[src/rtl/bp_cfg_sequencer.sv]
// ---------------------------------------------------------------------------
// bp_cfg_sequencer
//   Boot-time configuration sequencer. A pass runs through these phases:
//     1. freeze every core tile
//     2. program CORE_ID, CCE_MODE and NPC for each tile in turn
//     3. unfreeze every tile
//   Writes go out one at a time over a registered valid/ready interface.
//
// Optional feature (macro BP_CFG_SEQUENCER_TIMEOUT_EN):
//   Any single write stalled for timeout_p cycles aborts the pass into
//   ERROR. Without the macro the sequencer waits indefinitely and error_o
//   is tied low.
//
// Ports:
//   clk_i, reset_i      clock, asynchronous active-high reset
//   start_i             begin a pass (accepted in IDLE/DONE/ERROR only)
//   cce_mode_i          CCE mode to program, captured on the start cycle
//   boot_pc_i           boot PC to program, captured on the start cycle
//   cfg_v_o/cfg_ready_i write handshake
//   cfg_core_o          destination tile index
//   cfg_addr_o          config register address
//   cfg_data_o          config write data
//   busy_o              pass in progress
//   done_o              last pass completed; held until the next start
//   error_o             write timeout (optional feature)
// ---------------------------------------------------------------------------
module bp_cfg_sequencer #(
  parameter int num_core_p       = 1,
  parameter int vaddr_width_p    = 39,
  parameter int cfg_addr_width_p = 16,
  parameter int cfg_data_width_p = 64,
  parameter int timeout_p        = 1024,
  localparam int core_width_lp   = (num_core_p > 1) ? $clog2(num_core_p) : 1
) (
  input  logic                        clk_i,
  input  logic                        reset_i,
  input  logic                        start_i,
  input  logic                        cce_mode_i,
  input  logic [vaddr_width_p-1:0]    boot_pc_i,
  output logic                        cfg_v_o,
  input  logic                        cfg_ready_i,
  output logic [core_width_lp-1:0]    cfg_core_o,
  output logic [cfg_addr_width_p-1:0] cfg_addr_o,
  output logic [cfg_data_width_p-1:0] cfg_data_o,
  output logic                        busy_o,
  output logic                        done_o,
  output logic                        error_o
);

  // Invalid parameterisations stop elaboration.
  if ((num_core_p < 1) || (timeout_p < 1) || (cfg_data_width_p < vaddr_width_p)) begin : g_bad_params
    $error("bp_cfg_sequencer: illegal parameter combination");
  end

  localparam logic [2:0] S_IDLE      = 3'd0;
  localparam logic [2:0] S_FREEZE    = 3'd1;
  localparam logic [2:0] S_PROG_ID   = 3'd2;
  localparam logic [2:0] S_PROG_MODE = 3'd3;
  localparam logic [2:0] S_PROG_NPC  = 3'd4;
  localparam logic [2:0] S_UNFREEZE  = 3'd5;
  localparam logic [2:0] S_DONE      = 3'd6;
`ifdef BP_CFG_SEQUENCER_TIMEOUT_EN
  localparam logic [2:0] S_ERROR     = 3'd7;
`endif

  localparam logic [cfg_addr_width_p-1:0] ADDR_FREEZE   = cfg_addr_width_p'(16'h0000);
  localparam logic [cfg_addr_width_p-1:0] ADDR_CORE_ID  = cfg_addr_width_p'(16'h0004);
  localparam logic [cfg_addr_width_p-1:0] ADDR_CCE_MODE = cfg_addr_width_p'(16'h0008);
  localparam logic [cfg_addr_width_p-1:0] ADDR_NPC      = cfg_addr_width_p'(16'h000C);

  localparam logic [core_width_lp-1:0] CORE_LAST = core_width_lp'(num_core_p - 1);

  logic [2:0]                  r_state;
  logic [core_width_lp-1:0]    r_core;
  logic                        r_mode;
  logic [vaddr_width_p-1:0]    r_pc;
  logic                        r_v;
  logic [cfg_addr_width_p-1:0] r_addr;
  logic [cfg_data_width_p-1:0] r_data;
  logic                        r_done;

  logic [2:0]                  w_state_n;
  logic [core_width_lp-1:0]    w_core_n;
  logic                        w_mode_n;
  logic [vaddr_width_p-1:0]    w_pc_n;
  logic                        w_v_n;
  logic [cfg_addr_width_p-1:0] w_addr_n;
  logic [cfg_data_width_p-1:0] w_data_n;
  logic                        w_hs;
  logic                        w_last;
  logic                        w_can_start;
  logic [core_width_lp-1:0]    w_core_inc;

  assign w_hs       = r_v & cfg_ready_i;
  assign w_last     = (r_core == CORE_LAST);
  // The counter restarts at 0 on every phase change, so it never reaches num_core_p.
  assign w_core_inc = w_last ? '0 : (r_core + core_width_lp'(1));

`ifdef BP_CFG_SEQUENCER_TIMEOUT_EN
  localparam int wait_width_lp = $clog2(timeout_p + 1);
  localparam logic [wait_width_lp-1:0] WAIT_LAST = wait_width_lp'(timeout_p - 1);

  logic [wait_width_lp-1:0] r_wait;
  logic [wait_width_lp-1:0] w_wait_n;
  logic                     w_timeout;
  logic                     r_err;

  assign w_can_start = (r_state == S_IDLE) | (r_state == S_DONE) | (r_state == S_ERROR);

  // Stall counter: cleared outside write states and on each handshake.
  always_comb begin
    w_wait_n  = r_wait;
    w_timeout = 1'b0;
    if (!r_v || w_hs) begin
      w_wait_n = '0;
    end else begin
      w_wait_n  = r_wait + wait_width_lp'(1);
      w_timeout = (r_wait == WAIT_LAST);
    end
  end

  // Stall counter and error flag registers.
  always_ff @(posedge clk_i or posedge reset_i) begin
    if (reset_i) begin
      r_wait <= '0;
      r_err  <= 1'b0;
    end else begin
      r_wait <= w_wait_n;
      r_err  <= (w_state_n == S_ERROR);
    end
  end

  assign error_o = r_err;
`else
  assign w_can_start = (r_state == S_IDLE) | (r_state == S_DONE);
  assign error_o     = 1'b0;
`endif

  // Next-state logic: phase sequencing and core stepping on handshakes.
  always_comb begin
    w_state_n = r_state;
    w_core_n  = r_core;
    w_mode_n  = r_mode;
    w_pc_n    = r_pc;
    if (w_can_start && start_i) begin
      w_state_n = S_FREEZE;
      w_core_n  = '0;
      w_mode_n  = cce_mode_i;
      w_pc_n    = boot_pc_i;
    end else begin
      case (r_state)
        S_FREEZE: begin
          if (w_hs) begin
            w_core_n  = w_core_inc;
            w_state_n = w_last ? S_PROG_ID : S_FREEZE;
          end else begin
            w_state_n = r_state;
          end
        end
        S_PROG_ID: begin
          if (w_hs) begin
            w_state_n = S_PROG_MODE;
          end else begin
            w_state_n = r_state;
          end
        end
        S_PROG_MODE: begin
          if (w_hs) begin
            w_state_n = S_PROG_NPC;
          end else begin
            w_state_n = r_state;
          end
        end
        S_PROG_NPC: begin
          if (w_hs) begin
            w_core_n  = w_core_inc;
            w_state_n = w_last ? S_UNFREEZE : S_PROG_ID;
          end else begin
            w_state_n = r_state;
          end
        end
        S_UNFREEZE: begin
          if (w_hs) begin
            w_core_n  = w_core_inc;
            w_state_n = w_last ? S_DONE : S_UNFREEZE;
          end else begin
            w_state_n = r_state;
          end
        end
        default: begin
          w_state_n = r_state;
        end
      endcase
`ifdef BP_CFG_SEQUENCER_TIMEOUT_EN
      if (w_timeout) begin
        w_state_n = S_ERROR;
        w_core_n  = '0;
      end else begin
        w_core_n  = w_core_n;
      end
`endif
    end
  end

  // Output decode from the next state so every output is a plain register.
  always_comb begin
    w_v_n    = 1'b0;
    w_addr_n = '0;
    w_data_n = '0;
    case (w_state_n)
      S_FREEZE: begin
        w_v_n    = 1'b1;
        w_addr_n = ADDR_FREEZE;
        w_data_n = cfg_data_width_p'(1'b1);
      end
      S_PROG_ID: begin
        w_v_n    = 1'b1;
        w_addr_n = ADDR_CORE_ID;
        w_data_n = cfg_data_width_p'(w_core_n);
      end
      S_PROG_MODE: begin
        w_v_n    = 1'b1;
        w_addr_n = ADDR_CCE_MODE;
        w_data_n = cfg_data_width_p'(w_mode_n);
      end
      S_PROG_NPC: begin
        w_v_n    = 1'b1;
        w_addr_n = ADDR_NPC;
        w_data_n = cfg_data_width_p'(w_pc_n);
      end
      S_UNFREEZE: begin
        w_v_n    = 1'b1;
        w_addr_n = ADDR_FREEZE;
        w_data_n = '0;
      end
      default: begin
        w_v_n    = 1'b0;
        w_addr_n = '0;
        w_data_n = '0;
      end
    endcase
  end

  // State, captured pass arguments and registered outputs.
  always_ff @(posedge clk_i or posedge reset_i) begin
    if (reset_i) begin
      r_state <= S_IDLE;
      r_core  <= '0;
      r_mode  <= 1'b0;
      r_pc    <= '0;
      r_v     <= 1'b0;
      r_addr  <= '0;
      r_data  <= '0;
      r_done  <= 1'b0;
    end else begin
      r_state <= w_state_n;
      r_core  <= w_core_n;
      r_mode  <= w_mode_n;
      r_pc    <= w_pc_n;
      r_v     <= w_v_n;
      r_addr  <= w_addr_n;
      r_data  <= w_data_n;
      r_done  <= (w_state_n == S_DONE);
    end
  end

  assign cfg_v_o    = r_v;
  assign busy_o     = r_v;  // a pass is in progress exactly while a write is offered
  assign cfg_core_o = r_core;
  assign cfg_addr_o = r_addr;
  assign cfg_data_o = r_data;
  assign done_o     = r_done;

endmodule

[config.mk]
export PLATFORM = sky130hd
export DESIGN_NAME = bp_cfg_sequencer
export DESIGN_NICKNAME = d
export VERILOG_FILES = /design/src/rtl/bp_cfg_sequencer.sv
export SDC_FILE = /design/constraint.sdc
export NUM_CORES = 1
export LEC_CHECK = 0
export BUFFER_PORTS_ARGS = -buffer_cell sky130_fd_sc_hd__buf_2
export CORE_ASPECT_RATIO = 0.9
export CORE_UTILIZATION = 25
export DETAILED_ROUTE_END_ITERATION = 12
export REMOVE_ABC_BUFFERS = 1
export SLEW_MARGIN = 10
export SYNTH_ARGS = -nofsm -noshare
export SYNTH_HDL_FRONTEND = slang
export SYNTH_SLANG_ARGS = --single-unit
[constraint.sdc]
create_clock -name clk_i -period 3.9 [get_ports clk_i]
set_input_delay 0 -clock clk_i [delete_from_list [all_inputs] [get_ports clk_i]]
set_output_delay 0 -clock clk_i [all_outputs]
set_load 0.05 [all_outputs]
**After elaboration in Yosys (flattened, before gate mapping)**

Index checks and enable logic that the tools add are counted.

- Word-level logic and storage cells: 46
- Input port bits: 44
- Register bits after elaboration: 126
- Output and inout bits: 85

- $add $sub $neg: 1
- Reductions and logical operators: 4
- Multiplexer cells: 19
- Bitwise operators: 2
- Equal/unequal tests: 12

Operators by type and width:

| kind | number |
|---|---|
| $pmux 39 s4 | 1 |
| $mux 39 | 1 |
| $mux 3 | 7 |
| $eq 3x3->1 const B | 6 |
| $pmux 3 s5 | 1 |
| $eq 3x2->1 const B | 4 |
| $pmux 4 s3 | 1 |
| $eq 3x1->1 const B | 2 |
| $mux 1 | 6 |
| $reduce_or 5->1 | 1 |
| $mux 2 | 2 |
| $logic_not 3->1 | 1 |
| $reduce_or 3->1 | 1 |
| $add 1x1->1 const B | 1 |
| $and 1x1->1 | 1 |
| $logic_and 1x1->1 | 1 |
| $or 1x1->1 | 1 |

**Depth between registers and ports, before layout**

Gate-level depths: netlist of the first run.

- Depth in word-level cells: 7
- Depth in mapped cells: 7
- Mapped depth without buffers: 4

**Least setup slack after synthesis of the first run**

No wires, ideal clock.

- Path type: register -> register
- Start: register r_v, in the netlist busy_o
- End: register r_data[10], in the netlist cfg_data_o[10]
- Clock period less this slack: 2.103 ns
- Required time: 3.768 ns
- Data arrival time: 1.971 ns
- Stages on the path, launching flop included: 7
- Library setup time: 0.132 ns
- Path buffers: 2
- Path slack: 1.797 ns
- Cells stage by stage: dfrtp_1 nand2_1 and3_1 a31oi_1 clkbuf_1 clkbuf_1 nor2b_1

- Longest elaborated chain between the ends: 6
- Elaborated cells on any way between the ends: 13
- Classes of those cells: eq/ne (4); mux (8); bitwise (1)

RTL lines:

| item | line | RTL |
|---|---|---|
| from (decl) | 77 | `logic r_v;` |
| from (signal assigned) | 260 | `r_v <= w_v_n;` |
| $and 1x1->1 (*) | 94 | `assign w_hs = r_v & cfg_ready_i;` |
| $mux 3 (on tied branches) | - |  |
| $pmux 3 s5 (*) | 151 | `case (r_state)` |
| $mux 3 (*) | 145 | `if (w_can_start && start_i) begin` |
| $eq 3x3->1 (tied with other cells) | 210 | `case (w_state_n)` |
| $pmux 39 s4 (*) | 210 |  |
| via w_data_n[10] | 88 | `logic [cfg_data_width_p-1:0] w_data_n;` |
| to (signal assigned) | 262 | `r_data <= w_data_n;` |
| to (decl) | 79 | `logic [cfg_data_width_p-1:0] r_data;` |

Mark *: on every way through the listed nets, which the timed path passes. The rest lies on a longest branch.

**Final worst setup path of the first run**

- Start: register r_state[1]
- End: register r_data[35], in the netlist cfg_data_o[35]

- Elaborated cells on any way between the ends: 22
- Classes of those cells: eq/ne (10); mux (9); bitwise (1); reduce/logical (2)

RTL lines:

| item | line | RTL |
|---|---|---|
| from (decl) | 73 | `logic [2:0] r_state;` |
| from (signal assigned) | 256 | `r_state <= w_state_n;` |
| $eq 3x3->1 / $logic_not 3->1 (equally long branches) | 135 | `assign w_can_start = (r_state == S_IDLE) \| (r_state == S_DONE);` |
| $or 1x1->1 (*) | 135 |  |
| $logic_and 1x1->1 (*) | 145 |  |
| $mux 39 (*) | 145 |  |
| via w_pc_n[35] | 85 | `logic [vaddr_width_p-1:0] w_pc_n;` |
| $pmux 39 s4 (*) | 210 |  |
| via w_data_n[35] | 88 |  |

Marks and branches as above.

==> results.toml, run 1 <==
[grt]
grt_max_degree = 54
grt_pass1_vias = 2343
grt_pass1_wl_um = 11600
grt_antenna_before_repair = 0
grt_util_all_layers_pct = 10.1
grt_remaining_overflow = 0

[floorplan]
coreArea_um2 = 14300
die_area_um2 = 15300
die_w_um = 130
num_rows = 41
start_util_pct = 26.0
die_y_um = 118
ios = 129

[layout]
antenna_cells = 0
final_cells = 602
design_area_um2 = 4920
nets = 448
final_util_pct = 34.5
mostFrequentLayoutCells = "buf_2 (88), dfrtp_1 (87), dlygate4sd3_1 (42), conb_1 (40), nor2b_1 (38)"
drive_gt1_share_pct = 36.2
mostFrequentLayoutCell = "buf_2"
area_growth_pct = 32.7

[clock_tree]
clk_transition_reported_paths_ns = 0.06
cts_setup_buffers = 0
htree_levels = 3
cts_buffers = 9
cts_resized = 0
clock_sinks = 87
cts_root_buf = "clkbuf_16"
tritoncts = "yes"
clk_latency_ns = 0.34
cts_buffer_depth = 2

[critical_path]
rr_startpoint = "r_state[1]$_DFF_PP0_"
crit_path_max_incr_delay_ns = 0.83
crit_chain = "xor2_1, or3_2, buf_4, mux2_4, nor2b_1"
cp-startpoint = "r_state[1]$_DFF_PP0_"
r2r_slack_ns = 1.26
critical-path-slowest-cell = "or3_2"
cp_top_family = "simple AND/OR/NAND/NOR gates"
cp.required_ns = 4.12
cp-endpoint = "cfg_data_o[35]$_DFF_PP0_"
path_class = "reg -> reg"
reg2regPathDepth = 5
cp_max_fo = 27
arrival_ns = 2.86
cp-start-kind = "register"
path_depth = 5
crit_buf_inv = 1
worstReg2RegEnd = "cfg_data_o[35]$_DFF_PP0_"
end_kind = "register"

[placement]
gp_congestion = 0.737
portBuffers = 88
placed_area_um2 = 4180
place_inst = 544
dp.final_hpwl_um = 4620
place_ws_ns = 1.25

[timing]
setup_viol = 0
finalHoldViolCount = 0
period_share_pct = 67.7
max_freq_ghz = 0.379
rsz0062_at_grt = "false"
tightest_slew_ns = 0.901
finalSetupTns_ns = 0
drv_slew = 0
relSlewSlack_pct = 39.9
period_minus_slack_ns = 2.64
fin_skew_ns = 0.00475
layout_setup_ws_ns = 1.26
holdWs_ns = 0.0502

[pwr]
leakagePower_nw = 2.54
power_density_nw_per_um2 = 797
finalPower_mw = 3.93
swShare_pct = 36.5
vdd_drop_max_uv = 408
switchingPower_mw = 1.43
internal-power_mw = 2.49
pwr-share-clk_pct = 23.6
seqPwrFrac_pct = 35.6
comb_power_share_pct = 40.8

[synth]
synth_top_area_share_pct = 58.6
synth_area_um2 = 3710
ys_top_cells_by_area = "dfrtp_1 (59%), mux2_4 (15%), buf_4 (8.3%)"
postSynthCellCount = 276
synth_top_cell_by_area = "dfrtp_1"
postSynthAreaPerCell_um2 = 13.5
synth_seq_area_share_pct = 58.6
ys.flop_type = "dfrtp_1"
synth_seq_cells = 87
yosys_warnings = 0
synth_cell_types = 36
ys_async_sr_fraction_pct = 100
synth_edf_count = 0

[drt]
wl_per_cell_um = 12.4
drtIter0Drc = 91
firstDrtPassIters = 4
ant_nets = 0
totalWireLength_um = 7440
vias = 2309
vias_per_cell = 3.84
route.detailed.drc = 0

[run]
cap_viol_max_count = 0

[run_status]
status = "complete, no violations"

[hold_path]
hold_class = "in -> reg"
metal layers:
metal  wire length (µm)  global-route usage [%]  share of wire, %
met3                592                    4.50               8.0
met5                  0                       0                 0
met1               3330                    12.5                45
met4                133                    3.59               1.8
met2               3380                    15.4                45
worst min-delay path by stage:
stage | cells past startpoint | end | from
after floorplan | 2 | r_pc[0]$_DFF_PP0_ | boot_pc_i[0]
after global placement | 2 | cfg_data_o[23]$_DFF_PP0_ | reset_i
after detailed placement | 2 | cfg_data_o[23]$_DFF_PP0_ | reset_i
after CTS | 3 | busy_o$_DFF_PP0_ | start_i
after global routing | 3 | busy_o$_DFF_PP0_ | start_i
final | 3 | busy_o$_DFF_PP0_ | start_i
area by class of cell:
cell class,count,area (µm²)
inverters,6,23.8
well taps,193,241
multi-input cells,167,1270
fillers,1438,9340
repair buffers,133,883
flip-flops and latches,87,2180
clock buffers,12,246
clock inverters,4,77.6
repair_timing:
action,CTS,global route
hold endpoints to repair,77,0
setup endpoints to repair,0,0
hold buffers,42,0
cells in the mapped netlist (2+ instances only):
| cell | n |
|---|---|
| buf_6 | 5 |
| xor2_1 | 2 |
| nor2b_1 | 38 |
| mux2_4 | 36 |
| o21ai_0 | 4 |
| inv_1 | 6 |
| nand3_1 | 2 |
| nand2_1 | 9 |
| buf_2 | 2 |
| dfrtp_1 | 87 |
| mux2_2 | 2 |
| buf_4 | 41 |
| a21oi_1 | 7 |
| nor2_1 | 6 |
| clkbuf_1 | 6 |
| a31oi_1 | 2 |
| mux2i_1 | 2 |
tightest hold or removal path, cell delays in order:
cell	delay (ns)
buf_2	0.13
inv_1	0.09
a31oi_1	0.11
flip-flops by register name, indices dropped and copies added (netlist names):
| register | count |
|---|---|
| done_o | 1 |
| r_pc | 39 |
| r_state | 3 |
| cfg_addr_o | 2 |
| busy_o | 1 |
| r_mode | 1 |
| cfg_core_o | 1 |
| cfg_data_o | 39 |
cell families after synthesis:
kind of cell           synth area share, %
multiplexers                          15.7
AND/OR/NAND/NOR                       9.61
flip-flops                            58.6
buffers and inverters                 11.4
AO/OA/AOI/OAI                         4.08
XOR/XNOR                             0.472
other                                0.101
power by group through the flow:
stage | logic, mW | clock network, mW | registers [mW]
3_3_place_gp | 1.54 | 0 | 1.41
3_5_place_dp | 1.57 | 0 | 1.41
4_1_cts | 1.61 | 0.967 | 1.40
2_1_floorplan | 0.910 | 0 | 1.75
6_report | 1.60 | 0.925 | 1.40
5_1_grt | 1.71 | 0.999 | 1.44
Power figures use the tool's default switching activity.
==> run 2: changes to the inputs <==
- clock period: 3.9 -> 2.4 ns (I/O delays scaled with it)
==> results.toml, run 2 (synthesis gave the netlist of run 1 again) <==
[hold_path]
hold_class = "in -> reg"
whs_endpoint = "busy_o$_DFF_PP0_"
holdCritStartpoint = "start_i"
hold_depth = 3

[pwr]
pwr-share-clk_pct = 24.5
leakagePower_nw = 2.59
power_density_nw_per_um2 = 1300
seqPwrFrac_pct = 33.3
internal-power_mw = 4.20
finalPower_mw = 6.52
comb_power_share_pct = 42.2
vdd_drop_max_uv = 457
switchingPower_mw = 2.32
swShare_pct = 35.6

[timing]
fin_skew_ns = 0.00498
rsz0062_at_grt = "false"
period_share_pct = 80.2
max_freq_ghz = 0.520
setup_viol = 0
layout_setup_ws_ns = 0.475
drv_slew = 0
relSlewSlack_pct = 60.8
tightest_slew_ns = 0.587
finalHoldViolCount = 0
period_minus_slack_ns = 1.92

[critical_path]
rr_startpoint = "r_state[1]$_DFF_PP0_"
path_class = "reg -> reg"
cp-start-kind = "register"
r2r_slack_ns = 0.48
cp_max_fo = 31
arrival_ns = 2.15
end_kind = "register"
cp.required_ns = 2.62
reg2regPathDepth = 5
worstReg2RegEnd = "cfg_data_o[3]$_DFF_PP0_"

[grt]
grt_antenna_before_repair = 0
grt_remaining_overflow = 0
grt_util_all_layers_pct = 10.1
grt_pass1_wl_um = 11700
grt_pass1_vias = 2347
use_met2_pct = 15.8
grt.busiest_layer = "met2"
met3_usage_pct = 4.32
grt_use_met1_pct = 12.4
grt_max_degree = 39

[clock_tree]
clk_latency_ns = 0.34
tritoncts = "yes"
clock_sinks = 87
cts_buffers = 9
htree_levels = 3
cts_buffer_depth = 2
clk_transition_reported_paths_ns = 0.06
cts_root_buf = "clkbuf_16"

[placement]
gp_congestion = 0.766
dp.final_hpwl_um = 4660
placed_area_um2 = 4240
place_inst = 549
place_ws_ns = 0.471
portBuffers = 88

[drt]
vias_per_cell = 3.77
drtIter0Drc = 74
ant_nets = 0
totalWireLength_um = 7330
wl_per_cell_um = 12.1
firstDrtPassIters = 4
vias = 2287
route.detailed.drc = 0

[layout]
drive_gt1_share_pct = 37.4
nets = 453
final_cells = 607
design_area_um2 = 5010
mostFrequentLayoutCells = "buf_2 (88), dfrtp_1 (87), dlygate4sd3_1 (42), conb_1 (40), nor2b_1 (38)"
mostFrequentLayoutCell = "buf_2"
antenna_cells = 0
area_growth_pct = 35.0
final_util_pct = 35.1

[floorplan]
num_rows = 41
start_util_pct = 26.0
die_area_um2 = 15300
ios = 129
coreArea_um2 = 14300
die_w_um = 130
die_y_um = 118

[run_status]
status = "complete, no violations"

[run]
cap_viol_max_count = 0
-- run 2: layout make-up --
type                       count  area, µm²
fill                        1466       9250
sequential                    87       2180
multi-input combinational    167       1270
timing repair buffer         138        946
tap                          193        241
clock buffer                  10        239
clock inverter                 6        108
inverter                       6       23.8
-- run 2: worst max-delay path: stages (launching register included) --
cell	delay [ns]
dfrtp_1	0.38
xor2_1	0.15
or3_2	0.42
buf_4	0.32
mux2_4	0.37
nor2b_1	0.13
-- run 2: per-stage QoR --
step	TNS, ns	hold WS, ns
after floorplan	-42.73	0.138
after global placement	0	0.0471
after detailed placement	0	0.0595
after CTS	0	0.000402
after global routing	0	0.0335
final	0	0.0263
-- run 2: worst max path at each step --
stage	start	endpoint	slack, ns	depth (start not counted)
3_3_place_gp	r_state[1]$_DFF_PP0_	cfg_data_o[3]$_DFF_PP0_	0.48	5
5_1_grt	r_state[1]$_DFF_PP0_	cfg_data_o[3]$_DFF_PP0_	0.40	5
2_1_floorplan	busy_o$_DFF_PP0_	cfg_data_o[0]$_DFF_PP0_	-1.03	4
4_1_cts	r_state[1]$_DFF_PP0_	cfg_data_o[27]$_DFF_PP0_	0.46	5
3_5_place_dp	r_state[1]$_DFF_PP0_	cfg_data_o[35]$_DFF_PP0_	0.47	5
6_report	r_state[1]$_DFF_PP0_	cfg_data_o[3]$_DFF_PP0_	0.48	5
-- run 2: timing repair --
action	CTS	global route
gates resized for setup	0	0
hold buffers	42	0
setup buffers	0	0
endpoints found under the hold margin	67	0
-- run 2: power by group through the flow --
| stage | logic (mW) | clock network (mW) | registers, mW |
|---|---|---|---|
| 6_report | 2.75 | 1.60 | 2.17 |
| 3_3_place_gp | 2.67 | 0 | 2.19 |
| 2_1_floorplan | 1.48 | 0 | 2.85 |
| 4_1_cts | 2.78 | 1.66 | 2.18 |
| 5_1_grt | 2.95 | 1.73 | 2.23 |
| 3_5_place_dp | 2.71 | 0 | 2.19 |
-- run 2: per-layer routing --
layer | vias up | share of wire, %
met3 | 6 | 7.6
li1 | 1087 | -
met4 | 0 | 1.2
met2 | 96 | 46
met5 | - | 0
met1 | 1098 | 45
==> run 3: changes to the inputs <==
- clock period: 2.4 -> 1.99 ns (I/O delays scaled with it)
==> results.toml, run 3 (synthesis gave the netlist of run 1 again) <==
[placement]
place_ws_ns = 0.187
gp_congestion = 0.760
portBuffers = 88
place_inst = 548
dp.final_hpwl_um = 4390
placed_area_um2 = 4250

[layout]
mostFrequentLayoutCells = "buf_2 (88), dfrtp_1 (87), dlygate4sd3_1 (42), conb_1 (40), nor2b_1 (38)"
antenna_cells = 0
nets = 452
final_cells = 606
mostFrequentLayoutCell = "buf_2"
area_growth_pct = 34.2
drive_gt1_share_pct = 37.3
design_area_um2 = 4980

[pwr]
leakagePower_nw = 2.57
swShare_pct = 36.6
pwr-share-clk_pct = 22.6
seqPwrFrac_pct = 34.1
switchingPower_mw = 2.81
internal-power_mw = 4.87
power_density_nw_per_um2 = 1540
comb_power_share_pct = 43.3
vdd_drop_max_uv = 722

[grt]
grt_antenna_before_repair = 0
grt_max_degree = 88
grt_pass1_wl_um = 11700
grt_util_all_layers_pct = 10.2
grt_remaining_overflow = 0
grt_pass1_vias = 2362

[drt]
ant_nets = 0
wl_per_cell_um = 11.9
vias_per_cell = 3.79
drtIter0Drc = 53
firstDrtPassIters = 4
vias = 2296
route.detailed.drc = 0
totalWireLength_um = 7240

[timing]
rsz0062_at_grt = "false"
period_share_pct = 90.6
setup_viol = 0
finalSetupTns_ns = 0
layout_setup_ws_ns = 0.187
max_freq_ghz = 0.555
drv_slew = 0
period_minus_slack_ns = 1.80
holdWs_ns = 0.0295
finalHoldViolCount = 0
fin_skew_ns = 0.00663

[critical_path]
path_class = "reg -> reg"
end_kind = "register"
cp_max_fo = 31
r2r_slack_ns = 0.19
cp.required_ns = 2.21
critical-path-slowest-cell = "or3_2"
crit_chain = "xor2_1, or3_2, buf_12, mux2_4, nor2b_1"
cp-start-kind = "register"
crit_path_max_incr_delay_ns = 0.45
arrival_ns = 2.02

[clock_tree]
clk_transition_reported_paths_ns = 0.06
htree_levels = 3
tritoncts = "yes"
cts_buffer_depth = 2
cts_buffers = 9
clock_sinks = 87
cts_root_buf = "clkbuf_16"
clk_latency_ns = 0.34

[floorplan]
start_util_pct = 26.0
die_area_um2 = 15300
die_y_um = 118
die_w_um = 130
num_rows = 41
coreArea_um2 = 14300
ios = 129

[run_status]
status = "complete, no violations"

[hold_path]
hold_class = "in -> reg"

[run]
cap_viol_max_count = 0
## run 3: worst paths after layout
check                                      endpoint                 start  depth (start not counted)
min in group asynchronous  cfg_data_o[21]$_DFF_PP0_               reset_i                          4
max in group asynchronous         r_pc[6]$_DFF_PP0_               reset_i                          4
hold reg to reg                   r_pc[0]$_DFF_PP0_     r_pc[0]$_DFF_PP0_                          2
hold / removal                     busy_o$_DFF_PP0_               start_i                          3
setup reg to reg           cfg_data_o[27]$_DFF_PP0_  r_state[1]$_DFF_PP0_                          5
setup / recovery           cfg_data_o[27]$_DFF_PP0_  r_state[1]$_DFF_PP0_                          5
## run 3: through the flow
stage          power (mW)  utilization (%)
2_1_floorplan        5.22                -
3_3_place_gp         5.88             29.8
3_5_place_dp         5.93             29.8
4_1_cts              7.82             34.9
5_1_grt              8.16             34.9
6_report             7.69             34.9
## run 3: routing by layer
metal | GRT usage, % | share of wire, % | routed length (µm)
met1 | 12.3 | 45 | 3270
met2 | 15.9 | 47 | 3390
met3 | 4.68 | 6.9 | 498
met4 | 3.59 | 1.2 | 88
met5 | 0 | 0 | 0
## run 3: area by class of cell
type	instances	area (µm²)
fill	1429	9280
inverter	6	23.8
timing repair buffer	137	951
multi-input combinational	167	1270
clock inverter	5	62.6
tap	193	241
clock buffer	11	253
sequential	87	2180
## run 3: critical path: cells and delay by family, from the launching register on
family,cells,cell delay [ns]
buf+inv,1,0.22
simple gates,2,0.59
xor+xnor,1,0.15
mux,1,0.33
flops,1,0.38
## run 3: what timing repair did
item | 4_1_cts | 5_1_grt
gates resized for setup | 0 | 0
hold buffers | 42 | 0
buffers inserted | 0 | 0
endpoints found under the hold margin | 131 | 0
## run 3: power groups by stage
stage	registers [mW]	clock network, mW	logic (mW)
6_report	2.62	1.74	3.33
2_1_floorplan	3.44	0	1.78
3_5_place_dp	2.65	0	3.28
5_1_grt	2.69	1.90	3.57
4_1_cts	2.63	1.83	3.36
3_3_place_gp	2.64	0	3.24
